**config.mk**
```make
export PLATFORM = sky130hd
export DESIGN_NAME = mem_port_arbiter
export DESIGN_NICKNAME = d
export VERILOG_FILES = /design/src/rtl/mem_arb_pkg.sv /design/src/rtl/arb_prio_sel.sv /design/src/rtl/mem_port_arbiter.sv
export SDC_FILE = /design/constraint.sdc
export NUM_CORES = 1
export LEC_CHECK = 0
export ABC_AREA = 0
export BUFFER_PORTS_ARGS = -buffer_cell sky130_fd_sc_hd__buf_2
export CORE_ASPECT_RATIO = 0.5
export CORE_MARGIN = 2
export CORE_UTILIZATION = 50
export CTS_CLUSTER_DIAMETER = 50
export DETAILED_ROUTE_END_ITERATION = 8
export GPL_TIMING_DRIVEN = 0
export PLACE_DENSITY = 0.88
export SYNTH_ARGS = -nofsm -noshare
export SYNTH_HDL_FRONTEND = slang
export SYNTH_HIERARCHICAL = 1
export SYNTH_SLANG_ARGS = --single-unit
export TNS_END_PERCENT = 5
```
**constraint.sdc**
```tcl
create_clock -name clk -period 2.9 [get_ports clk]
set_input_delay 0.435 -clock clk [delete_from_list [all_inputs] [get_ports clk]]
set_output_delay 0.435 -clock clk [all_outputs]
set_load 0.005 [all_outputs]
```
**src/rtl/mem_arb_pkg.sv**
```systemverilog
// mem_arb_pkg: shared state and owner encodings for mem_port_arbiter
package mem_arb_pkg;
   typedef enum logic [1:0] {
      IDLE   = 2'd0,
      ACCESS = 2'd1,
      RESP   = 2'd2
   } state_e;
   typedef enum logic {
      OWN_I = 1'b0,
      OWN_D = 1'b1
   } owner_e;
endpackage

```
**src/rtl/arb_prio_sel.sv**
```systemverilog
// arb_prio_sel: data-first priority select; force_i hands the grant to a waiting fetch
module arb_prio_sel (
   input  logic i_req,
   input  logic d_req,
   input  logic force_i,
   output logic grant_i,
   output logic grant_d
);
   assign grant_d = d_req & ~(force_i & i_req);
   assign grant_i = i_req & ~grant_d;
endmodule

```
**src/rtl/mem_port_arbiter.sv**
```systemverilog
// mem_port_arbiter: shares one memory port between fetch (i_*) and data (d_*); optional ARB_ANTISTARVE_EN forces fetch after STARVE_LIMIT data grants
module mem_port_arbiter
   import mem_arb_pkg::*;
#(
   parameter int AW           = 32,
   parameter int DW           = 32,
   parameter int STARVE_LIMIT = 4
) (
   input  logic          clk,
   input  logic          reset,
   input  logic          i_req,
   input  logic [AW-1:0] i_addr,
   output logic [DW-1:0] i_rdata,
   output logic          i_done,
   input  logic          d_req,
   input  logic          d_we,
   input  logic [AW-1:0] d_addr,
   input  logic [DW-1:0] d_wdata,
   output logic [DW-1:0] d_rdata,
   output logic          d_done,
   output logic          mem_req,
   output logic          mem_we,
   output logic [AW-1:0] mem_addr,
   output logic [DW-1:0] mem_wdata,
   input  logic [DW-1:0] mem_rdata,
   input  logic          mem_ack,
   output logic          busy
);
   if (STARVE_LIMIT < 1 || STARVE_LIMIT > 15) begin : g_bad_limit
      $error("STARVE_LIMIT must be in 1..15");
   end
   state_e        state_q, state_d;
   owner_e        owner_q, owner_d;
   logic          mem_req_q, mem_req_d;
   logic          mem_we_q, mem_we_d;
   logic [AW-1:0] mem_addr_q, mem_addr_d;
   logic [DW-1:0] mem_wdata_q, mem_wdata_d;
   logic [DW-1:0] i_rdata_q, i_rdata_d;
   logic [DW-1:0] d_rdata_q, d_rdata_d;
   logic          i_done_q, i_done_d;
   logic          d_done_q, d_done_d;
   logic          busy_q, busy_d;
   logic          force_i, grant_i, grant_d;
   arb_prio_sel u_sel (
      .i_req   (i_req),
      .d_req   (d_req),
      .force_i (force_i),
      .grant_i (grant_i),
      .grant_d (grant_d)
   );
`ifdef ARB_ANTISTARVE_EN
   localparam logic [3:0] LIMIT = 4'(STARVE_LIMIT);
   logic [3:0] starve_cnt_q, starve_cnt_d;
   assign force_i = i_req & (starve_cnt_q == LIMIT);
   // counts data grants that overtook a waiting fetch; saturates at LIMIT
   always_comb begin
      starve_cnt_d = (state_q != IDLE) ? starve_cnt_q :
                     grant_i ? 4'd0 :
                     (grant_d & i_req & (starve_cnt_q != LIMIT)) ? starve_cnt_q + 4'd1 : starve_cnt_q;
   end
   always_ff @(posedge clk or negedge reset) begin
      if (!reset) starve_cnt_q <= 4'd0;
      else        starve_cnt_q <= starve_cnt_d;
   end
`else
   assign force_i = 1'b0;
`endif
   always_comb begin
      state_d     = state_q;
      owner_d     = owner_q;
      mem_req_d   = mem_req_q;
      mem_we_d    = mem_we_q;
      mem_addr_d  = mem_addr_q;
      mem_wdata_d = mem_wdata_q;
      i_rdata_d   = i_rdata_q;
      d_rdata_d   = d_rdata_q;
      i_done_d    = 1'b0;
      d_done_d    = 1'b0;
      unique case (state_q)
         IDLE: begin
            if (grant_d) begin
               state_d     = ACCESS;
               owner_d     = OWN_D;
               mem_req_d   = 1'b1;
               mem_we_d    = d_we;
               mem_addr_d  = d_addr;
               mem_wdata_d = d_wdata;
            end else if (grant_i) begin
               state_d     = ACCESS;
               owner_d     = OWN_I;
               mem_req_d   = 1'b1;
               mem_we_d    = 1'b0;
               mem_addr_d  = i_addr;
               mem_wdata_d = '0;
            end
         end
         ACCESS: begin
            if (mem_ack) begin
               state_d   = RESP;
               mem_req_d = 1'b0;
               if (owner_q == OWN_D) begin
                  d_done_d  = 1'b1;
                  d_rdata_d = mem_we_q ? d_rdata_q : mem_rdata;
               end else begin
                  i_done_d  = 1'b1;
                  i_rdata_d = mem_rdata;
               end
            end
         end
         RESP:    state_d = IDLE;
         default: state_d = IDLE;
      endcase
      busy_d = (state_d != IDLE);
   end
   always_ff @(posedge clk or negedge reset) begin
      if (!reset) begin
         state_q     <= IDLE;
         owner_q     <= OWN_I;
         mem_req_q   <= 1'b0;
         mem_we_q    <= 1'b0;
         mem_addr_q  <= '0;
         mem_wdata_q <= '0;
         i_rdata_q   <= '0;
         d_rdata_q   <= '0;
         i_done_q    <= 1'b0;
         d_done_q    <= 1'b0;
         busy_q      <= 1'b0;
      end else begin
         state_q     <= state_d;
         owner_q     <= owner_d;
         mem_req_q   <= mem_req_d;
         mem_we_q    <= mem_we_d;
         mem_addr_q  <= mem_addr_d;
         mem_wdata_q <= mem_wdata_d;
         i_rdata_q   <= i_rdata_d;
         d_rdata_q   <= d_rdata_d;
         i_done_q    <= i_done_d;
         d_done_q    <= d_done_d;
         busy_q      <= busy_d;
      end
   end
   assign mem_req   = mem_req_q;
   assign mem_we    = mem_we_q;
   assign mem_addr  = mem_addr_q;
   assign mem_wdata = mem_wdata_q;
   assign i_rdata   = i_rdata_q;
   assign d_rdata   = d_rdata_q;
   assign i_done    = i_done_q;
   assign d_done    = d_done_q;
   assign busy      = busy_q;
endmodule

```
# --- Yosys cells after proc, flatten, opt, wreduce, memory -nomap -nowiden ---
# Index checks and enable logic that the tools add are counted.
word_totals:
  ff_bits: 136
  out_inout_bits: 133
  word_cells: 47
op_classes:
  eq_ne: 3
  muxes: 21
  n_bitwise: 4
  n_reduce_logical: 8
ops:
  columns: ["op", "n"]
  rows:
  - ["32-bit 2-to-1 mux", 4]
  - ["1-bit 2-to-1 mux", 12]
  - ["2-bit 2-to-1 mux", 3]
  - ["3-bit AND reduction", 2]
  - ["2-bit nonzero test", 3]
  - ["2-bit case mux with 2 select lines", 1]
  - ["4-bit AND reduction", 1]
  - ["3-bit inequality test (second input constant)", 1]
  - ["1-bit inverter", 3]
  - ["2-bit by 1-bit == test with 1-bit output (second input constant)", 1]
  - ["2-bit zero test", 1]
  - ["2-bit inequality test (second input constant)", 1]
  - ["1-bit case mux with 2 select lines", 1]
  - ["2-bit AND reduction", 1]
  - ["1-bit bitwise AND", 1]

# --- Logic depth before layout (Yosys ltp) ---
# Gate-level depths: netlist of the first run.
depth:
  ltp_word: 6
  mapped_depth: 6
  ltp_nobuf: 5

# --- By module ---
# The synthesis of the first run kept the hierarchy.
modules_own_cells:
  columns: ["module", "instances", "cells_each", "area_per_inst_um2"]
  rows:
  - ["mem_port_arbiter", 1, 369, 5585.4]
  - ["arb_prio_sel", 1, 3, 18.8]

# --- Worst setup path after synthesis of the first run ---
# No wires, ideal clock.
synth_path:
  path_type: "in2reg"
  startpoint: "input d_req"
  endpoint: "register mem_addr_q[30], in the netlist mem_addr[30]"
  t_arrival_ns: 1.538
  setup_slack_ns: 1.234
  stages: 5
  n_path_buf: 2
  cell_sequence: "a21boi_1 clkbuf_1 buf_2 mux2_2 mux2_1"
synth_between:
  elab_chain_cells: 4
synth_rtl:
  columns: ["item", "line_no", "rtl"]
  rows:
  - ["start, declared", "mem_port_arbiter.sv:15", "input logic d_req,"]
  - ["1-bit inverter", "arb_prio_sel.sv:10", "assign grant_i = i_req & ~grant_d;"]
  - ["1-bit bitwise AND", "arb_prio_sel.sv:10", null]
  - ["2-bit nonzero test (no source line)", null, null]
  - ["2-bit AND reduction (no source line)", null, null]
  - ["end signal, assigned", "mem_port_arbiter.sv:133", "mem_addr_q <= mem_addr_d;"]
  - ["end, declared", "mem_port_arbiter.sv:36", "logic [AW-1:0] mem_addr_q, mem_addr_d;"]
# Several ways; a longest one is shown, not always the timed one.
# A chain may end at the register's enable or synchronous reset.

# --- Worst setup path after layout of the first run ---
layout_path:
  startpoint: "register state_q[0]"
  endpoint: "register mem_wdata_q[18], in the netlist mem_wdata[18]"
layout_between:
  elab_chain_cells: 2
layout_rtl:
  columns: ["item", "line_no", "rtl"]
  rows:
  - ["start, declared", "mem_port_arbiter.sv:32", "state_e state_q, state_d;"]
  - ["start signal, assigned", "mem_port_arbiter.sv:129", "state_q <= state_d;"]
  - ["2-bit zero test", "mem_port_arbiter.sv:79", "unique case (state_q)"]
  - ["2-bit AND reduction (no source line)", null, null]
  - ["end signal, assigned", "mem_port_arbiter.sv:134", "mem_wdata_q <= mem_wdata_d;"]
  - ["end, declared", "mem_port_arbiter.sv:37", "logic [DW-1:0] mem_wdata_q, mem_wdata_d;"]
# Every way passes these cells.

==> results of run 1 <==
[placed cells by master (no fill, tap or decap), types with 2 or more instances in the layout]
cell type | Yosys | final
dfrtp_1 | 136 | 136
nor2_2 | 2 | 2
clkbuf_1 | 5 | 7
clkbuf_8 | 0 | 2
buf_6 | 3 | 4
inv_1 | 2 | 2
and2_1 | 2 | 2
nand3_1 | 33 | 33
clkinv_4 | 0 | 2
mux2_1 | 2 | 2
clkbuf_16 | 0 | 17
bufinv_16 | 0 | 3
conb_1 | 1 | 2
mux2_2 | 127 | 127
a21bo_2 | 33 | 33
clkinvlp_4 | 0 | 2
a21boi_1 | 2 | 2
buf_4 | 3 | 3
nand2_1 | 3 | 3
buf_1 | 2 | 2
clkinv_2 | 0 | 3
buf_2 | 11 | 276
[cell families (layout without fill, tap and decap cells)]
| family | count (synthesis) | count (layout) |
|---|---|---|
| other | 1 | 2 |
| multiplexers | 129 | 129 |
| buffers and inverters | 26 | 326 |
| AO/OA/AOI/OAI | 36 | 36 |
| flip-flops | 136 | 136 |
| AND/OR/NAND/NOR | 44 | 44 |
[final timing paths]
path                                           start                   endpoint  slack [ns]  depth (start not counted)
setup / recovery                state_q[0]$_DFF_PN0_  mem_wdata[18]$_DFFE_PN0P_        1.18                          5
hold / removal                         mem_rdata[18]    d_rdata[18]$_DFFE_PN0P_        0.27                          2
setup reg to reg                state_q[0]$_DFF_PN0_  mem_wdata[18]$_DFFE_PN0P_        1.18                          5
hold reg to reg            mem_wdata[27]$_DFFE_PN0P_  mem_wdata[27]$_DFFE_PN0P_        0.48                          1
max in group asynchronous                      reset  mem_wdata[26]$_DFFE_PN0P_        1.62                          3
min in group asynchronous                      reset    i_rdata[26]$_DFFE_PN0P_        0.49                          2
[sequential cells by signal, indices dropped and copies added (netlist names)]
| signal | cells |
|---|---|
| busy | 1 |
| i_rdata | 32 |
| mem_addr | 32 |
| i_done | 1 |
| d_done | 1 |
| owner_q | 1 |
| d_rdata | 32 |
| mem_we | 1 |
| mem_wdata | 32 |
| state_q | 2 |
| mem_req | 1 |
[worst register-to-register path, stage by stage (launching register included)]
cell     delay, ns
dfrtp_1       0.45
nor2_2        0.29
o21ai_1       0.17
buf_2         0.24
buf_2         0.23
a21bo_2       0.23
[repair_timing]
item                      CTS  global route
setup buffers               0             0
hold buffers                1             0
hold endpoints to repair   34             0
[synth_stat cells]
cell type / count
buf_2: 11
nor3_1: 1
nand2_1: 3
and2_1: 2
nor2_2: 2
nand3b_4: 1
a21boi_1: 2
nor3b_4: 1
clkbuf_1: 5
inv_1: 2
dfrtp_1: 136
o21ai_1: 1
buf_1: 2
mux2_1: 2
buf_6: 3
mux2_2: 127
conb_1: 1
a21bo_2: 33
buf_4: 3
nor2_1: 1
nand3_1: 33
[layer usage]
| layer | global-route usage (%) | vias up | part of all wire, % |
|---|---|---|---|
| li1 | - | 1898 | - |
| met1 | 25.22 | 2066 | 39 |
| met2 | 42.44 | 132 | 54 |
| met3 | 5.677 | 35 | 4.3 |
| met4 | 10.46 | 0 | 3.3 |
| met5 | 0 | - | 0 |
[power groups by stage]
| stage | sequential (mW) | combinational, mW | clock, mW |
|---|---|---|---|
| final | 3.33 | 2.82 | 2.20 |
| after floorplan | 3.43 | 1.33 | 0 |
| after CTS | 3.33 | 2.87 | 2.24 |
| after global routing | 3.45 | 3.06 | 2.34 |
| after detailed placement | 3.35 | 2.85 | 0 |
| after global placement | 3.28 | 2.76 | 0 |
[final cells by class]
class | count | area [µm²]
flip-flops and latches | 136 | 3403
fillers | 775 | 3174
multi-input cells | 211 | 2059
repair buffers | 268 | 1375
clock buffers | 21 | 460.4
well taps | 145 | 181.4
clock inverters | 11 | 146.4
plain buffers | 24 | 137.6
inverters | 2 | 7.507
==> summary.md, run 1 <==
| Metric | Value |
|---|---|
| Tightest Hold Check Type | input port to register |
| Clk_skew | 0.006747 ns |
| Crit path max-delay cell type | dfrtp_1 |
| Final setup vio count | 0 |
| Compound-Gate Fraction of Synth Area | 6.251% |
| Hold slack | 0.2712 ns |
| First DRT Iteration DRCs | 169 |
| Kind of critical path | register to register |
| Critical path, cell by cell | nor2_2, o21ai_1, buf_2, buf_2, a21bo_2 |
| Final worst setup slack | 1.184 ns |
| Antenna-violating nets left | 0 |
| Max-slew violation count | 0 |
| Critical Path RT | 3.19 ns |
| Xor/xnor share of the synthesized area | 0% |
| Largest family of logic cells by synthesized area | multiplexers |
| Leak | 3.922 nW |
| Crit path top cell by count | buf_2 |
| DR vias/cell | 5.050 |
| Measured slew at the worst slew-check pin | 0.5514 ns |
| Inst Count DP | 785 |
| Final Cycle Share | 59.18% |
| Max transition margin | 63.24% |
| Post-synthesis cell type count | 21 |
| Die Wd | 153.7 µm |
| Fin nets | 794 |
| Outcome | finished, final reports clean |
| Worst EP arrival | 2.00 ns |
| Row cnt | 27 |
| WL final | 13.64 mm |
| RSZ-0062 raised after global routing | no |
| Max rail drop VDD | 560.6 µV |
| GPL Wtd Cong | 0.7964 |
| CTS Sinks | 136 |
| Largest net degree at the start of global routing | 103 |
| Crit path max-delay family | buffers and inverters |
| DRC Markers | 0 |
| Post-Layout Cell Count | 818 |
| Clk_lat worst skew | 0.40 ns |
| Post-Synth Simple-Gate Area | 4.443% |
| Pwr Total | 8.353 mW |
| CTS tree | yes |
| Area share of fa/ha/maj cells after synthesis | 0% |
| Mux cell area share after synthesis | 25.92% |
| Critical path endpoint category | register |
| Vias in the first global route | 4368 |
| DIE HEIGHT | 78.86 µm |
| CTS root buf | clkbuf_16 |
| Final Cell Area | 7771 µm² |
| Iteration count of the initial detailed-routing pass | 4 |
| Logic gate share of total power | 33.8% |
| Post-Syn Area | 5604 µm² |
| Ant. Diodes | 0 |
| Wirelength per Cell | 16.68 µm |
| H-Tree Depth | 4 |
| Synth-to-layout area growth | 38.67% |
| Yosys reg bits | 136 |
| Core Util, Final | 71.00% |
| Remaining Overflow, GRT | 0 |
| Register area share after synthesis | 60.73% |
| Syn avg cell area | 15.06 µm² |
| Final Hold Viols | 0 |
| Initial core utilization | 51.20% |
| F_max | 0.5827 GHz |
| CP Launch Type | register |
| Buffers and inverters on the worst path | 2 |
| Vias after detailed routing | 4131 |
| Cells after synthesis | 372 |
| Post-Place Cell Area | 7154 µm² |
| Clock transition at the registers of the reported paths | 0.06 ns |
| Global-route wire length before repair | 21.60 mm |
| Pwr dens | 1075 nW/µm² |
| PortBufs | 266 |
| Yosys top cell by area | dfrtp_1 |
| Psw | 2.459 mW |
| Initial antenna violation count | 1 |
| GRT Total Usage | 22.90% |
| Io pins | 267 |
| DP HPWL | 9.754 mm |
| Share of the synthesized area in the top cell type | 60.73% |
| Die area | 12120 µm² |
| Switching fraction of total power | 29.44% |
| Yosys warning count | 6 |
| Top cells by area, synth | dfrtp_1 (61%), mux2_2 (26%), a21bo_2 (5.9%) |
| Clock share of power | 26.3% |
| Share of power burned in registers | 39.9% |
| P_int | 5.894 mW |
| Crit Path Max Fanout | 10 |
| Share of post-route cells with drive strength above 1 | 71.03% |
| Max Cap Viol | 0 |
| Max Buffers Root-to-Sink | 2 |
| Tmin final | 1.716 ns |
| Place WS | 0.8903 ns |
| CTS Buf Count | 17 |
| Core area | 10950 µm² |
| Slowest stage delay, CP | 0.45 ns |
| CTS resizes | 0 |
| Setup TNS | 0 ns |
No activity file was read; power rests on OpenSTA's default activity.
==> inputs of run 2 (changes only) <==
--- a/config.mk
+++ b/config.mk
@@ -5,15 +5,15 @@
 export SDC_FILE = /design/constraint.sdc
 export NUM_CORES = 1
 export LEC_CHECK = 0
-export ABC_AREA = 0
+export ABC_AREA = 1
 export BUFFER_PORTS_ARGS = -buffer_cell sky130_fd_sc_hd__buf_2
 export CORE_ASPECT_RATIO = 0.5
 export CORE_MARGIN = 2
-export CORE_UTILIZATION = 50
+export CORE_UTILIZATION = 47
 export CTS_CLUSTER_DIAMETER = 50
 export DETAILED_ROUTE_END_ITERATION = 8
 export GPL_TIMING_DRIVEN = 0
-export PLACE_DENSITY = 0.88
+export PLACE_DENSITY = 0.84
 export SYNTH_ARGS = -nofsm -noshare
 export SYNTH_HDL_FRONTEND = slang
 export SYNTH_HIERARCHICAL = 1
==> constraint.sdc (replaced) <==
create_clock -name clk -period 1.7 [get_ports clk]
set_input_delay 0.255 -clock clk [delete_from_list [all_inputs] [get_ports clk]]
set_output_delay 0.255 -clock clk [all_outputs]
set_load 0.005 [all_outputs]
==> summary.md, run 2 <==
| Metric | Value |
|---|---|
| Vias after detailed routing | 5413 (+31%) |
| Iteration count of the initial detailed-routing pass | 5 (+1) |
| Max Cap Viol | 0 (unchanged) |
| WL final | 15.90 mm (+17%) |
| Io pins | 267 (unchanged) |
| Cells after synthesis | 688 (+85%) |
| Top cells by area, synth | dfrtp_1 (60%), nand2_1 (26%), nand3_1 (3.1%) |
| Core area | 11770 µm² (+7.5%) |
| Critical Path RT | 2.03 ns (-1.16 ns) |
| Row cnt | 28 (+3.7%) |
| Crit Path Max Fanout | 10 (unchanged) |
| Kind of critical path | register to register |
| FF/Latch Area | 3403 µm² (unchanged) |
| PortBufs | 266 (unchanged) |
| First DRT Iteration DRCs | 355 (+110%) |
| DRC Markers | 0 (unchanged) |
| DR vias/cell | 4.695 (-7.0%) |
| Synth Flop Type | dfrtp_1 |
| Buffers and inverters on the worst path | 2 (unchanged) |
| Wirelength per Cell | 13.79 µm (-17%) |
| Post-Layout Cell Count | 1153 (+41%) |
| Share of the synthesized area in the top cell type | 60.32% (-0.40 points) |
| GRT Total Usage | 24.19% (+1.3 points) |
| Final Hold Viols | 0 (unchanged) |
| F_max | 0.6789 GHz (+17%) |
| CTS Buf Count | 17 (unchanged) |
| Hold depth | 3 (+1) |
| Most numerous cell in the Yosys netlist | nand2_1 |
| Critical path, cell by cell | inv_2, nor2_2, nand2_1, clkbuf_1, nand2_1, nand2_1 |
| CP Launch Type | register |
| Outcome | finished, final reports clean |
| RSZ-0062 raised after global routing | no |
| Register area share after synthesis | 60.32% (-0.40 points) |
| Die Wd | 158.9 µm (+3.4%) |
| Final worst setup slack | 0.2271 ns (-0.9567 ns) |
| Clk_skew | 0.01271 ns (+0.005967 ns) |
| Clk_lat worst skew | 0.40 ns (about the same) |
| Commonest non-fill, non-tap cell in the layout | nand2_1 |
| Setup TNS | 0 ns (unchanged) |
| Most frequent cells in the layout | nand2_1 (394), buf_2 (278), dfrtp_1 (136), inv_1 (37) |
| Synth cell count leaders | nand2_1 (394), dfrtp_1 (136), inv_1 (37), nand3_1 (35), o21ai_0 (35) |
| Syn avg cell area | 8.200 µm² (-46%) |
| Max Buffers Root-to-Sink | 2 (unchanged) |
| Pwr dens | 1755 nW/µm² (+63%) |
| Crit path max-delay cell type | dfrtp_1 |
| Yosys warning count | 6 (unchanged) |
| FFs w/ async S/R, synth | 100.0% (unchanged) |
| Final setup vio count | 0 (unchanged) |
| Post-synthesis cell type count | 16 (-24%) |
| Layout fillers | 1011 (+30%) |
| Measured slew at the worst slew-check pin | 0.7831 ns (+0.2316 ns) |
| Reg2Reg Depth | 6 (+1) |
| Tmin final | 1.473 ns (-0.2433 ns) |
| Multi-input gate area | 1911 µm² (-7.2%) |
| Share of post-route cells with drive strength above 1 | 33.30% (-38 points) |
| Critical path endpoint category | register |
| Tightest Hold Check Type | input port to register |
| Slowest stage delay, CP | 0.44 ns (about the same) |
| Global-route wire length before repair | 24.82 mm (+15%) |
| Clock transition at the registers of the reported paths | 0.06 ns (about the same) |
| Antenna-violating nets left | 0 (unchanged) |
| Max transition margin | 47.80% (-15 points) |
| GPL Wtd Cong | 0.8944 (+12%) |
| Levels on crit path | 6 (+1) |
| Largest net degree at the start of global routing | 84 (-18%) |
| DP HPWL | 11.55 mm (+18%) |
| CTS root buf | clkbuf_16 |
| CTS Sinks | 136 (unchanged) |
| Remaining Overflow, GRT | 0 (unchanged) |
| Final Cycle Share | 86.64% (+27 points) |
| H-Tree Depth | 4 (unchanged) |
| EDFF count, synth | 0 (unchanged) |
| Crit path top cell by count | nand2_1 |
| Die area | 12950 µm² (+6.8%) |
| Ant. Diodes | 0 (unchanged) |
| Yosys reg bits | 136 (unchanged) |
| Leak | 4.721 nW (+20%) |
| Fin nets | 1110 (+40%) |
| DIE HEIGHT | 81.47 µm (+3.3%) |
| Worst EP arrival | 1.80 ns (-0.20 ns) |
| Max rail drop VDD | 768.6 µV (+37%) |
| Final Cell Area | 7849 µm² (+1.0%) |
| Place WS | 0.07349 ns (-0.8168 ns) |
| Synth-to-layout area growth | 39.12% |
| Vias in the first global route | 5159 (+18%) |
| CTS tree | yes |
| Initial core utilization | 47.93% (-3.3 points) |
| Initial antenna violation count | 0 (-1) |
| Max-slew violation count | 0 (unchanged) |
| Inst Count DP | 1121 (+43%) |
| Crit path max-delay family | buffers and inverters |
| Hold slack | 0.05829 ns (-0.2129 ns) |
| Yosys top cell by area | dfrtp_1 |
| Post-Place Cell Area | 7217 µm² (+0.87%) |
| Post-Syn Area | 5642 µm² (+0.67%) |
## run 2: changes by cell type in the layout (fill, tap and decap cells not counted), sizes merged, moves of 6 or more
cell    before  now
a21bo       33    0
clkbuf      26   32
inv          3   44
mux2       129    0
nand2        3  394
o21ai        1   36
## run 2: metrics by stage
step / util, % / total power, mW
global route: 66.68 / 14.70
floorplan: - / 7.573
detailed placement: 61.31 / 9.921
CTS: 66.68 / 13.88
finish: 66.68 / 13.77
global placement: 61.02 / 9.697
## run 2: repair_timing
action	in CTS	in global routing
hold buffers	1	0
resized for setup	0	0
endpoints found under the hold margin	82	0
setup buffers	0	0
## run 2: routing by layer
metal / wire length (µm) / track usage [%] / vias up
met1: 6765 / 29.81 / 2517
li1: - / - / 2667
met5: 0 / 0 / -
met4: 519 / 11.91 / 0
met2: 7902 / 42.66 / 189
met3: 713 / 4.242 / 40
## run 2: cells by family (layout without fill, tap and decap cells)
family | count (synthesis) | count (layout) | synth area share, %
flip-flops | 136 | 136 | 60.32
other | 1 | 2 | 0.06647
AO/OA/AOI/OAI | 38 | 38 | 3.615
buffers and inverters | 76 | 375 | 5.877
AND/OR/NAND/NOR | 437 | 437 | 30.12
## run 2: cell type report
class | count | area share, %
repair buffers | 268 | 17.52
well taps | 165 | 2.630
inverters | 40 | 1.913
multi-input cells | 477 | 24.34
plain buffers | 36 | 2.311
flip-flops and latches | 136 | 43.36
clock buffers | 17 | 5.420
clock inverters | 14 | 2.503
## run 2: worst min-delay path: cells and delay by family
family | cells | cell delay (ns)
buf+inv | 1 | 0.09
simple gates | 2 | 0.09
## run 2: final timing paths
| check | start | end | slack (ns) |
|---|---|---|---|
| max | state_q[0]$_DFF_PN0_ | i_rdata[23]$_DFFE_PN0P_ | 0.23 |
| min | mem_rdata[16] | i_rdata[16]$_DFFE_PN0P_ | 0.06 |
| max reg2reg | state_q[0]$_DFF_PN0_ | i_rdata[23]$_DFFE_PN0P_ | 0.23 |
| min reg2reg | mem_wdata[0]$_DFFE_PN0P_ | mem_wdata[0]$_DFFE_PN0P_ | 0.46 |
| max in group asynchronous | reset | d_rdata[25]$_DFFE_PN0P_ | 0.48 |
| min in group asynchronous | reset | mem_addr[18]$_DFFE_PN0P_ | 0.48 |
## run 2: power breakdown
group	internal [mW]	switching, mW	total (mW)
combinational	1.90	2.56	4.46
sequential	4.65	0.771	5.42
clock	2.46	1.43	3.89
==> inputs of run 3 (changes only) <==
--- a/config.mk
+++ b/config.mk
@@ -14,6 +14,7 @@
 export DETAILED_ROUTE_END_ITERATION = 8
 export GPL_TIMING_DRIVEN = 0
 export PLACE_DENSITY = 0.84
+export SETUP_SLACK_MARGIN = 0.4
 export SYNTH_ARGS = -nofsm -noshare
 export SYNTH_HDL_FRONTEND = slang
 export SYNTH_HIERARCHICAL = 1
==> constraint.sdc (replaced) <==
create_clock -name clk -period 1.7 [get_ports clk]
set_input_delay 0.17 -clock clk [delete_from_list [all_inputs] [get_ports clk]]
set_output_delay 0.17 -clock clk [all_outputs]
set_load 0.005 [all_outputs]
==> summary.md, run 3 (same netlist as run 2, synthesis figures left out) <==
| Metric | Value |
|---|---|
| Outcome | finished, final reports clean |
| Io pins | 267 (unchanged) |
| Launch point of the worst path | state_q[1]$_DFF_PN0_ |
| Die area | 12950 µm² (unchanged) |
| Crit Path Max Fanout | 8 (-2) |
| Post-Layout Cell Count | 1214 (+5.3%) |
| Clk_lat worst skew | 0.41 ns (about the same) |
| Remaining Overflow, GRT | 0 (unchanged) |
| CTS tree | yes |
| Max-slew violation count | 0 (unchanged) |
| CTS Buf Count | 17 (unchanged) |
| Commonest non-fill, non-tap cell in the layout | nand2_1 |
| Measured slew at the worst slew-check pin | 0.7734 ns (-0.009642 ns) |
| Row cnt | 28 (unchanged) |
| GRT Total Usage | 26.96% (+2.8 points) |
| Layout fillers | 887 (-12%) |
| Synth-to-layout area growth | 50.99% |
| H-Tree Depth | 4 (unchanged) |
| Die Wd | 158.9 µm (unchanged) |
| Worst Hold Launch | d_wdata[25] |
| Vias in the first global route | 5739 (+11%) |
| DIE HEIGHT | 81.47 µm (unchanged) |
| Ant. Diodes | 0 (unchanged) |
| Tmin final | 1.303 ns (-0.1704 ns) |
| Global-route wire length before repair | 27.50 mm (+11%) |
| Hold slack | 0.01542 ns (-0.04287 ns) |
| Iteration count of the initial detailed-routing pass | 5 (unchanged) |
| Wirelength per Cell | 14.51 µm (+5.2%) |
| Largest net degree at the start of global routing | 84 (unchanged) |
| Max Buffers Root-to-Sink | 2 (unchanged) |
| Setup TNS | 0 ns (unchanged) |
| Antenna-violating nets left | 0 (unchanged) |
| CTS Sinks | 136 (unchanged) |
| Final setup vio count | 0 (unchanged) |
| RSZ-0062 raised after global routing | yes |
| Clock transition at the registers of the reported paths | 0.06 ns (about the same) |
| F_max | 0.7677 GHz (+13%) |
| CTS root buf | clkbuf_16 |
| Final Cycle Share | 76.62% (-10 points) |
| Inst Count DP | 1121 (unchanged) |
| Most frequent cells in the layout | nand2_1 (391), buf_2 (277), dfrtp_1 (134), dlygate4sd3_1 (56), inv_1 (37) |
| Critical Path RT | 1.99 ns (-0.04 ns) |
| DRC Markers | 0 (unchanged) |
| WL final | 17.62 mm (+11%) |
| Initial antenna violation count | 0 (unchanged) |
| DR vias/cell | 4.787 (+2.0%) |
| Worst r2r src | state_q[1]$_DFF_PN0_ |
| Max transition margin | 48.44% (+0.64 points) |
| PortBufs | 266 (unchanged) |
| Max rail drop VDD | 802.0 µV (+4.3%) |
| CP Launch Type | register |
| Tightest Hold Check Type | input port to register |
| Pwr dens | 1673 nW/µm² (-4.7%) |
| Share of post-route cells with drive strength above 1 | 33.08% (-0.22 points) |
| Kind of critical path | register to register |
| FF/Latch Area | 3406 µm² (about the same) |
| Max Cap Viol | 0 (unchanged) |
| Final worst setup slack | 0.3975 ns (+0.1704 ns) |
| Critical path endpoint category | register |
| Initial core utilization | 47.93% (unchanged) |
| Worst EP arrival | 1.60 ns (-0.20 ns) |
| Pwr Total | 14.25 mW (+3.5%) |
| Core area | 11770 µm² (unchanged) |
| Place WS | 0.1585 ns (+0.08500 ns) |
| Leak | 5.000 nW (+5.9%) |
| GPL Wtd Cong | 0.8944 (unchanged) |
| Clk_skew | 0.01261 ns (-0.0001080 ns) |
| Multi-input gate area | 1941 µm² (+1.6%) |
| First DRT Iteration DRCs | 428 (+21%) |
| Vias after detailed routing | 5811 (+7.4%) |
| Fin nets | 1171 (+5.5%) |
| Final Hold Viols | 0 (unchanged) |
| DP HPWL | 11.55 mm (unchanged) |
## run 3: changes by cell type in the layout (fill, tap and decap cells not counted), moves of 3 or more
cell and change:
clkbuf_4 +5, buf_6 +5, dlygate4sd3_1 +55, clkbuf_1 -6, nand2_1 -3, nand2_2 +3
## run 3: timing repair
item / 4_1_cts / 5_1_grt
gates resized for setup: 8 / 28
hold endpoints to repair: 166 / 0
gates cloned: 2 / 0
buffers inserted: 3 / 1
pin swaps: 1 / 1
hold buffers: 56 / 0
endpoints found under the setup margin: 107 / 128
## run 3: worst max-delay path: stages, from the launching register on
cell and delay (ns):
dfrtp_2 0.45, nor2_4 0.20, o21ai_4 0.10, buf_6 0.15
buf_2 0.16, nand2_1 0.06, nand2_1 0.05
## run 3: final timing paths
path	to	slack, ns	cells past startpoint
min reg2reg	mem_wdata[0]$_DFFE_PN0P_	0.46	2
max in group asynchronous	d_rdata[25]$_DFFE_PN0P_	0.56	3
max reg2reg	mem_wdata[18]$_DFFE_PN0P_	0.40	6
max	mem_wdata[18]$_DFFE_PN0P_	0.40	6
min in group asynchronous	mem_addr[18]$_DFFE_PN0P_	0.41	2
min	mem_wdata[25]$_DFFE_PN0P_	0.02	3
## run 3: area by class of cell
type / count / share of cell area [%]
Sequential cell: 136 / 39.98
Clock buffer: 17 / 4.994
Tap cell: 165 / 2.424
Inverter: 40 / 1.792
Buffer: 36 / 2.600
Timing Repair Buffer: 329 / 23.12
Clock inverter: 14 / 2.306
Multi-Input combinational cell: 477 / 22.78
## run 3: where the power goes
group	internal [mW]	leakage (nW)	switching [mW]
clock network	2.46	0.297	1.43
registers	4.66	1.71	0.804
logic	2.15	2.99	2.74
total	9.27	5.00	4.98
## run 3: routing by layer
layer / global-route usage, % / share of wire, %
met4: 13.73 / 3.3
met2: 48.86 / 51
met1: 32.08 / 41
met5: 0 / 0
met3: 4.747 / 4.3
## run 3: per-stage QoR
stage	instance area (µm²)	util, %
detailed placement	7217	61.31
global placement	7183	61.02
global route	8518	72.36
finish	8518	72.36
CTS	8456	71.83
floorplan	5645	-
